==> src/rtl/y86_fetch_seq.sv <==
// Byte-serial Y86-64 instruction fetch for the SEQ datapath.
// Reads one instruction byte per req/ack handshake. It decodes the length from the icode and
// assembles icode/ifun/rA/rB/valC/valP.
module y86_fetch_seq #(
  parameter int unsigned MEM_BYTES = 4096
) (
  input  logic        clk,
  input  logic        rst,
  input  logic        start,
  input  logic [63:0] pc,
  output logic        mem_req,
  output logic [63:0] mem_addr,
  input  logic        mem_ack,
  input  logic [7:0]  mem_rdata,
  input  logic        mem_err,
  output logic        busy,
  output logic        done,
  output logic [3:0]  icode,
  output logic [3:0]  ifun,
  output logic [3:0]  rA,
  output logic [3:0]  rB,
  output logic [63:0] valC,
  output logic [63:0] valP,
  output logic        instr_valid,
  output logic        imem_error
);

  typedef enum logic [1:0] {StIdle, StFetch, StDone} state_e;

  state_e      st_q, st_d;
  logic [63:0] pc_q, pc_d;
  logic [3:0]  idx_q, idx_d;
  logic [3:0]  icode_q, icode_d;
  logic [3:0]  ifun_q, ifun_d;
  logic [3:0]  ra_q, ra_d;
  logic [3:0]  rb_q, rb_d;
  logic [63:0] valc_q, valc_d;
  logic [63:0] valp_q, valp_d;
  logic        ivalid_q, ivalid_d;
  logic        err_q, err_d;

  // Total instruction length in bytes; undefined icodes occupy one byte.
  function automatic logic [3:0] instr_len(input logic [3:0] ic);
    case (ic)
      4'h2, 4'h6, 4'hA, 4'hB: instr_len = 4'd2;
      4'h7, 4'h8:             instr_len = 4'd9;
      4'h3, 4'h4, 4'h5:       instr_len = 4'd10;
      default:                instr_len = 4'd1;
    endcase
  endfunction

  function automatic logic has_reg(input logic [3:0] ic);
    has_reg = (ic >= 4'h2 && ic <= 4'h6) || ic == 4'hA || ic == 4'hB;
  endfunction

  // Byte index of the first constant byte, 0 when there is no constant.
  function automatic logic [3:0] const_base(input logic [3:0] ic);
    case (ic)
      4'h7, 4'h8:       const_base = 4'd1;
      4'h3, 4'h4, 4'h5: const_base = 4'd2;
      default:          const_base = 4'd0;
    endcase
  endfunction

  logic [64:0] addr_sum;
  logic [63:0] addr;
  logic        addr_bad;
  logic [3:0]  cur_ic;
  logic [3:0]  cur_len;
  logic [3:0]  cbase;
  logic [3:0]  kidx;

  // Current byte address with overflow-aware range check; byte 0 decodes straight off the bus.
  always_comb begin
    addr_sum = {1'b0, pc_q} + {61'b0, idx_q};
    addr     = addr_sum[63:0];
    addr_bad = addr_sum[64] | (addr >= 64'(MEM_BYTES));
    cur_ic   = (idx_q == 4'd0) ? mem_rdata[7:4] : icode_q;
    cur_len  = instr_len(cur_ic);
    cbase    = const_base(cur_ic);
    kidx     = idx_q - cbase;
  end

  // Next-state logic and handshake outputs.
  always_comb begin
    st_d     = st_q;
    pc_d     = pc_q;
    idx_d    = idx_q;
    icode_d  = icode_q;
    ifun_d   = ifun_q;
    ra_d     = ra_q;
    rb_d     = rb_q;
    valc_d   = valc_q;
    valp_d   = valp_q;
    ivalid_d = ivalid_q;
    err_d    = err_q;
    mem_req  = 1'b0;
    mem_addr = addr;
    busy     = (st_q != StIdle);
    done     = (st_q == StDone);
    unique case (st_q)
      StIdle: begin
        if (start) begin
          pc_d     = pc;
          idx_d    = 4'd0;
          err_d    = 1'b0;
          valc_d   = 64'd0;
          icode_d  = 4'h0;
          ifun_d   = 4'h0;
          ra_d     = 4'hF;
          rb_d     = 4'hF;
          ivalid_d = 1'b1;
          st_d     = StFetch;
        end
      end
      StFetch: begin
        if (addr_bad) begin
          // Abort without ever presenting the bad address to memory.
          err_d  = 1'b1;
          valp_d = addr;
          st_d   = StDone;
        end else begin
          mem_req = 1'b1;
          if (mem_ack) begin
            if (mem_err) begin
              err_d  = 1'b1;
              valp_d = addr;
              st_d   = StDone;
            end else begin
              idx_d = idx_q + 4'd1;
              if (idx_q == 4'd0) begin
                icode_d  = mem_rdata[7:4];
                ifun_d   = mem_rdata[3:0];
                ivalid_d = (mem_rdata[7:4] <= 4'hB);
              end
              if (has_reg(cur_ic) && idx_q == 4'd1) begin
                ra_d = mem_rdata[7:4];
                rb_d = mem_rdata[3:0];
              end
              if (cbase != 4'd0 && idx_q >= cbase) begin
                valc_d[{kidx[2:0], 3'b000} +: 8] = mem_rdata;
              end
              if (idx_q == cur_len - 4'd1) begin
                valp_d = pc_q + 64'(cur_len);
                st_d   = StDone;
              end
            end
          end
        end
      end
      StDone: st_d = StIdle;
      default: st_d = StIdle;
    endcase
  end

  // State registers with asynchronous reset.
  always_ff @(posedge clk or posedge rst) begin
    if (rst) begin
      st_q     <= StIdle;
      pc_q     <= 64'd0;
      idx_q    <= 4'd0;
      icode_q  <= 4'h0;
      ifun_q   <= 4'h0;
      ra_q     <= 4'hF;
      rb_q     <= 4'hF;
      valc_q   <= 64'd0;
      valp_q   <= 64'd0;
      ivalid_q <= 1'b1;
      err_q    <= 1'b0;
    end else begin
      st_q     <= st_d;
      pc_q     <= pc_d;
      idx_q    <= idx_d;
      icode_q  <= icode_d;
      ifun_q   <= ifun_d;
      ra_q     <= ra_d;
      rb_q     <= rb_d;
      valc_q   <= valc_d;
      valp_q   <= valp_d;
      ivalid_q <= ivalid_d;
      err_q    <= err_d;
    end
  end

  assign icode       = icode_q;
  assign ifun        = ifun_q;
  assign rA          = ra_q;
  assign rB          = rb_q;
  assign valC        = valc_q;
  assign valP        = valp_q;
  assign instr_valid = ivalid_q;
  assign imem_error  = err_q;

endmodule

==> config.mk <==
export PLATFORM = sky130hd
export DESIGN_NAME = y86_fetch_seq
export DESIGN_NICKNAME = d
export VERILOG_FILES = /design/src/rtl/y86_fetch_seq.sv
export SDC_FILE = /design/constraint.sdc
export NUM_CORES = 1
export LEC_CHECK = 0
export ABC_AREA = 1
export BUFFER_PORTS_ARGS = -buffer_cell sky130_fd_sc_hd__clkbuf_2
export CAP_MARGIN = 20
export CORE_MARGIN = 2
export CORE_UTILIZATION = 41
export CTS_BUF_LIST = sky130_fd_sc_hd__clkbuf_8
export CTS_CLUSTER_SIZE = 12
export DETAILED_ROUTE_END_ITERATION = 8
export PLACE_DENSITY = 0.66
export SLEW_MARGIN = 20
export SYNTH_ARGS = -nofsm -noshare
export SYNTH_HDL_FRONTEND = slang
export SYNTH_SLANG_ARGS = --single-unit
==> constraint.sdc <==
create_clock -name clk -period 6.35 [get_ports clk]
set_input_delay 0.3175 -clock clk [delete_from_list [all_inputs] [get_ports clk]]
set_output_delay 0.3175 -clock clk [all_outputs]
set_load 0.05 [all_outputs]
# After elaboration in Yosys (flattened, before gate mapping)
# Memories as Yosys holds them, arrays and structs flattened.
# Index checks and enable logic that the tools add are counted.
# classes
n_addsub	6
order_cmp	5
eq_ne	21
shift	2
mux	57
bitwise	1
n_reduce_logical	22
# ops
op	n
64-bit 2-to-1 mux	9
64-bit case mux with 2 select lines	1
4-bit 2-to-1 mux	21
64-bit by 4-bit adder with 65-bit output	1
64-bit by 4-bit adder with 64-bit output	1
64-bit bitwise mux	1
64-bit by 13-bit greater-or-equal comparator with 1-bit output, second input constant	1
8-bit by 8-bit variable shift with 64-bit output, first input constant	1
8-bit by 8-bit variable part select with 64-bit output	1
4-bit case mux with 2 select lines	5
6-bit AND reduction	3
2-bit inequality test, second input constant	7
4-bit by 3-bit equality test with 1-bit output, second input constant	3
4-bit equality test, second input constant	3
1-bit 2-to-1 mux	11
2-bit 2-to-1 mux	5
6-bit negator with 8-bit output	1
2-bit case mux with 2 select lines	2
3-bit inequality test, second input constant	2
3-bit AND reduction	2
2-bit nonzero test	3
5-bit AND reduction	1
4-bit by 1-bit adder with 4-bit output, second input constant	1
4-bit by 1-bit equality test with 1-bit output, second input constant	1
other kinds (23)	27
# totals
register_bits	216
romBits	48
input_bits	77
output_inout_bits	213
n_memories	1
# mem_list
memory	words	word_bits	read_ports	rd_clocked_by_memory_dff	wr	line_no	source
(name not given)	16	3	1	0	0	44	case (ic)

# Depth between registers and ports, before layout
# depth
ltp_word	14
mapped_depth	22
depth_no_buf	22

# Worst setup path after synthesis
# OpenSTA, ideal clock, no wires.
# synth_path
kind	register to register
start	register idx_q[1]
end	register valc_q[32], in the netlist valC[32]
setup_time_ns	0.119
arrival_time_ns	4.044
t_required_ns	6.231
slack_ns	2.187
path_stages_with_launch	22
path_buffers	0
path_cell_list	dfrtp_1 inv_1 ha_1 nand2_1 o21ai_0 nor2_1 nand2_1 o21ai_0 ha_1 inv_1 fa_1 inv_1 ha_1 ha_1 inv_1 nor2_1 inv_1 nor4_1 or2_2 nand3_4 nand2_1 nand2_1
# synth_between
elab_chain_cells	14
elab_cells_between_ends	29
classes_between	add/sub: 3; order compare: 2; eq/ne: 7; shift: 2; mux: 8; bitwise: 1; reduce/logical: 6
# synth_rtl
element	line_no	source
start, declared	32	logic [3:0] idx_q, idx_d;
start signal, assigned	173	idx_q <= idx_d;
4-bit zero test	78	cur_ic = (idx_q == 4'd0) ? mem_rdata[7:4] : icode_q;
4-bit 2-to-1 mux	-	
4-bit by 2-bit equality test with 1-bit output (tied with other cells)	58	case (ic)
3-bit OR reduction / 2-bit OR reduction (equally long branches)	58	
2-bit case mux with 2 select lines	58	
3-bit subtractor	81	kidx = idx_q - cbase;
6-bit negator with 8-bit output	141	valc_d[{kidx[2:0], 3'b000} +: 8] = mem_rdata;
8-bit by 8-bit variable part select with 64-bit output / 8-bit by 8-bit variable shift with 64-bit output (equally long branches)	141	
64-bit bitwise mux	141	
64-bit 2-to-1 mux	140	if (cbase != 4'd0 && idx_q >= cbase) begin
64-bit 2-to-1 mux	125	if (mem_err) begin
64-bit 2-to-1 mux	124	if (mem_ack) begin
64-bit 2-to-1 mux	117	if (addr_bad) begin
64-bit case mux with 2 select lines	101	unique case (st_q)
end signal, assigned	178	valc_q <= valc_d;
end, declared	37	logic [63:0] valc_q, valc_d;
# Parallel ways exist; a longest one is shown, timed or not. The select of a mux whose other input is x is not followed.
# A chain may end at the register's enable or synchronous reset.

# Worst setup path after layout
# layout_path
start	register idx_q[0]
end	output mem_req
# layout_between
elab_chain_cells	5
# layout_rtl
element	line_no	source
64-bit by 4-bit adder with 65-bit output *	75	addr_sum = {1'b0, pc_q} + {61'b0, idx_q};
64-bit by 13-bit greater-or-equal comparator with 1-bit output	77	addr_bad = addr_sum[64] | (addr >= 64'(MEM_BYTES));
1-bit OR *	77	
1-bit 2-to-1 mux *	117	
1-bit 2-to-1 mux *	101	
end, declared	11	output logic mem_req,
# Every way passes the cells marked *; elsewhere a longest branch is shown, timed or not.

==> impl_results.md <==
* CP dominant cell by count: nand2_1
* FF-to-FF End: valC[37]$_DFFE_PP0P_
* Required time worst endpoint at a little over 6 ns
* Period utilization at 0.802
* CTS tree: done
* Hold Vio Cnt, Final at 0
* First-pass GRT wire length at roughly 70000 µm
* # resized after CTS at 0
* CTS Hold Bufs at 59
* # rows at 63
* Worst setup EP type: output port
* Max incr delay on CP at between 0.4 and 0.5 ns
* CTS Buf Count at 38
* Worst slew margin at 0.330
* Top Ports at between 200 and 300
* Cells after Synth at 1726
* Leak at between 8 and 9 nW
* Maximum VDD drop at 0.171 mV
* Final antenna-violating net count at 0
* Unrepaired setup endpoints after global routing: no
* Max Transition Viols Final at 0
* Avg Inst Size Synth at just over 7 µm²
* Worst slew pin tran at around 1.0 ns
* Port-buffer cells at 289
* DRT Wirelength at approximately 46000 µm
* Postcts setup bufs at 0
* Worst-path fanout max at 18
* Layout area overhead at 24.4%
* Total iterations of the first detailed-routing run at 6
* Clk pin slew, worst setup/hold paths at 0.06 ns
* Grt total ovfl at 0
* Vias in the first global route at roughly 12000
* Count of synthesis-stage warnings from yosys at 0
* Total number of vias at 13100
* Synth top area cells: dfrtp_1 41%, nand2_1 21%, nand4_1 6.8%
* Hold Path Class: in2reg
* Post-synth cell types at 39
* Wire per inst at roughly 19 µm
* Net Count, Synth at between 1500 and 2000
* Crit path time final at ~5 ns
* Delay-heaviest family, CP: simple AND/OR/NAND/NOR gates
* Top cell type's share of synthesized area at 0.415
* Initial antenna violation count at 0
* Slowest cell on the critical path: nor2_2
* Placed cell count at roughly 2400
* Outcome: finished, final reports clean
* DRT iter0 DRCs at ~1300
* Die Span X at between 150 and 200 µm
* Max Cap Viol at 0
* Buf/Inv on CP at 1
* F_max at ~200 MHz
* Commonest non-fill, non-tap cell in the layout: nand2_1
* Cell taking the most area after synthesis: dfrtp_1
* Die area at roughly 0.032 mm²
* Most frequent cells in the layout: 709 x nand2_1, 289 x clkbuf_2, 207 x dfrtp_1, 182 x nor2_1, 135 x nand4_1
* Share of layout cells above drive strength 1 at 0.197
* Clk_skew at 0.0174 ns
* Critical Path AT at around 4.8 ns
* Prevailing post-synth register cell: dfrtp_1
* Setup-failing EPs final at 0
* Post-synthesis sequential area ratio at 0.434
* Starting Density at 0.419
* FF+latch count, synth at approximately 220
* Number of synthesized flops with an enable pin at 0
* Die height at between 150 and 200 µm
* Reg2Reg Launch Point: idx_q[0]$_DFFE_PP0P_
* Gr usage total at 0.287
* Critical path startpoint category: register
* RD Place Congestion at 1.07
* Largest net degree at the start of global routing at roughly 160
* Post-DP HPWL at 35300 µm
* Final hold slack at around 0.037 ns
* Synthesized cell area at between 0.01 and 0.015 mm²
* Clock sink count at 216
* DR DRC count at 0
* Vias per Instance at roughly 5.3
* Hold_sp: pc[38]
* Root Driver: clkbuf_8
* Setup_tns at 0 ns
* CTS H-Tree Depth at 2
* Clock Latency Late Sink at about 0.54 ns
* Critical Path, Cell by Cell: ha_1 > fa_1 > nand2_1 > nand2_1 > nand2_1 > nor2_2 > nand2_1 > o21ai_0 > nand2_1 > nor2_1 > nand2_1 > nor2_1 > nand3_2 > nor2_4 > nand2_1 > nor2_1 > clkbuf_2
* Final #Nets at approximately 2200
* Final cell utilization of the core at 0.522
* R2r setup slk at roughly 1.7 ns
* Endpoint of the worst hold path: pc_q[38]$_DFFE_PP0P_
* Power Density at between 300 and 400 mW/mm²
* Ys async rst share at 1.00
* Worst Setup Path Type: reg2out
* Maximum root-to-sink buffer count at 3
* Layout Cells excl Fill at between 2000 and 2500
* Min-Delay Path Depth at 3
* Worst Reg-to-Reg Cells at 20
* Core area at 0.0298 mm²
[logic make-up (layout without fill, tap and decap cells)]
logic type               after synthesis  count (layout)  share of synthesized area
buffers and inverters                183             547                     0.0653
multiplexers                           1               1                   0.000801
adder cells (fa/ha/maj)               18              18                     0.0198
other                                  0               1                          0
flip-flops                           216             216                      0.434
AO/OA/AOI/OAI                         99              99                     0.0424
AND/OR/NAND/NOR                     1168            1168                      0.409
XOR/XNOR                              41              41                     0.0293
[layer usage]
layer	GRT usage	routed length, µm	up-vias
met5	0	0	-
met4	0.118	1980	0
met3	0.0603	3730	123
met2	0.424	19900	599
met1	0.409	20800	6103
li1	-	-	6269
[through the flow]
stage	instance area [µm²]	total power [W]	setup WS, ns
global placement	14200	0.00447	1.57
detailed placement	14200	0.00449	1.41
CTS	15500	0.00582	1.28
finish	15500	0.00581	1.26
floorplan	12500	0.00375	0.140
global route	15500	0.00609	0.782
[worst register-to-register path, stage by stage, from the launching register on]
cell and delay [ns]:
dfrtp_1 0.47, ha_1 0.26, fa_1 0.23, nand2_1 0.07, nand2_1 0.14, nand2_1 0.14
nor2_2 0.49, nand2_1 0.22, o21ai_0 0.19, nand2_1 0.13, nor2_1 0.11, nand2_1 0.05
nor2_1 0.13, nand3_2 0.10, nor2_4 0.40, nand3_2 0.21, nand2_4 0.51, buf_4 0.41
nand3_4 0.16, nand2_1 0.11, nand2_1 0.05
[final cells by class]
type	count	area, µm²
sequential	216	5420
antenna	1	2.50
multi-input combinational	1327	6290
tap	390	488
inverter	119	459
timing repair buffer	359	2120
clock inverter	20	92.6
fill	3002	14300
clock buffer	49	674
[synth_stat cells, types with 4 or more instances]
| master | count |
|---|---|
| nand3_1 | 76 |
| nor3_1 | 13 |
| nor2_2 | 9 |
| nor2_4 | 6 |
| clkbuf_1 | 33 |
| xor2_1 | 25 |
| buf_2 | 12 |
| nand2_2 | 7 |
| buf_6 | 12 |
| dfrtp_1 | 207 |
| o21bai_1 | 5 |
| buf_1 | 4 |
| nand3b_1 | 10 |
| nand4_1 | 135 |
| xnor2_1 | 15 |
| nand3_2 | 5 |
| clkinv_1 | 5 |
| or2_2 | 4 |
| inv_1 | 114 |
| nand3_4 | 7 |
| o21ai_0 | 57 |
| dfstp_2 | 9 |
| nand2_1 | 709 |
| o21ai_1 | 25 |
| ha_1 | 15 |
| a21oi_1 | 7 |
| nor2_1 | 184 |
[where the power goes]
part	internal (W)	switching [W]	leakage, nW
logic	0.000527	0.00200	4.98
registers	0.00169	0.000304	2.79
clock network	0.000696	0.000588	0.449
total	0.00291	0.00289	8.23
[sequential cells by signal (all words and copies together), names as in the netlist]
name,flops
valC,64
st_q,2
icode,4
idx_q,4
ifun,4
instr_valid,1
rB,4
pc_q,64
valP,64
imem_error,1
rA,4
[worst max path at each step]
stage	start	endpoint	cells after the start
after detailed placement	idx_q[0]$_DFFE_PP0P_	valC[37]$_DFFE_PP0P_	20
final	idx_q[0]$_DFFE_PP0P_	mem_req	17
after CTS	idx_q[0]$_DFFE_PP0P_	mem_req	17
after global placement	idx_q[0]$_DFFE_PP0P_	valC[34]$_DFFE_PP0P_	20
after floorplan	rst	icode[0]$_DFFE_PP0P_	1
after global routing	idx_q[0]$_DFFE_PP0P_	mem_req	17
No activity file was read; power rests on OpenSTA's default activity.
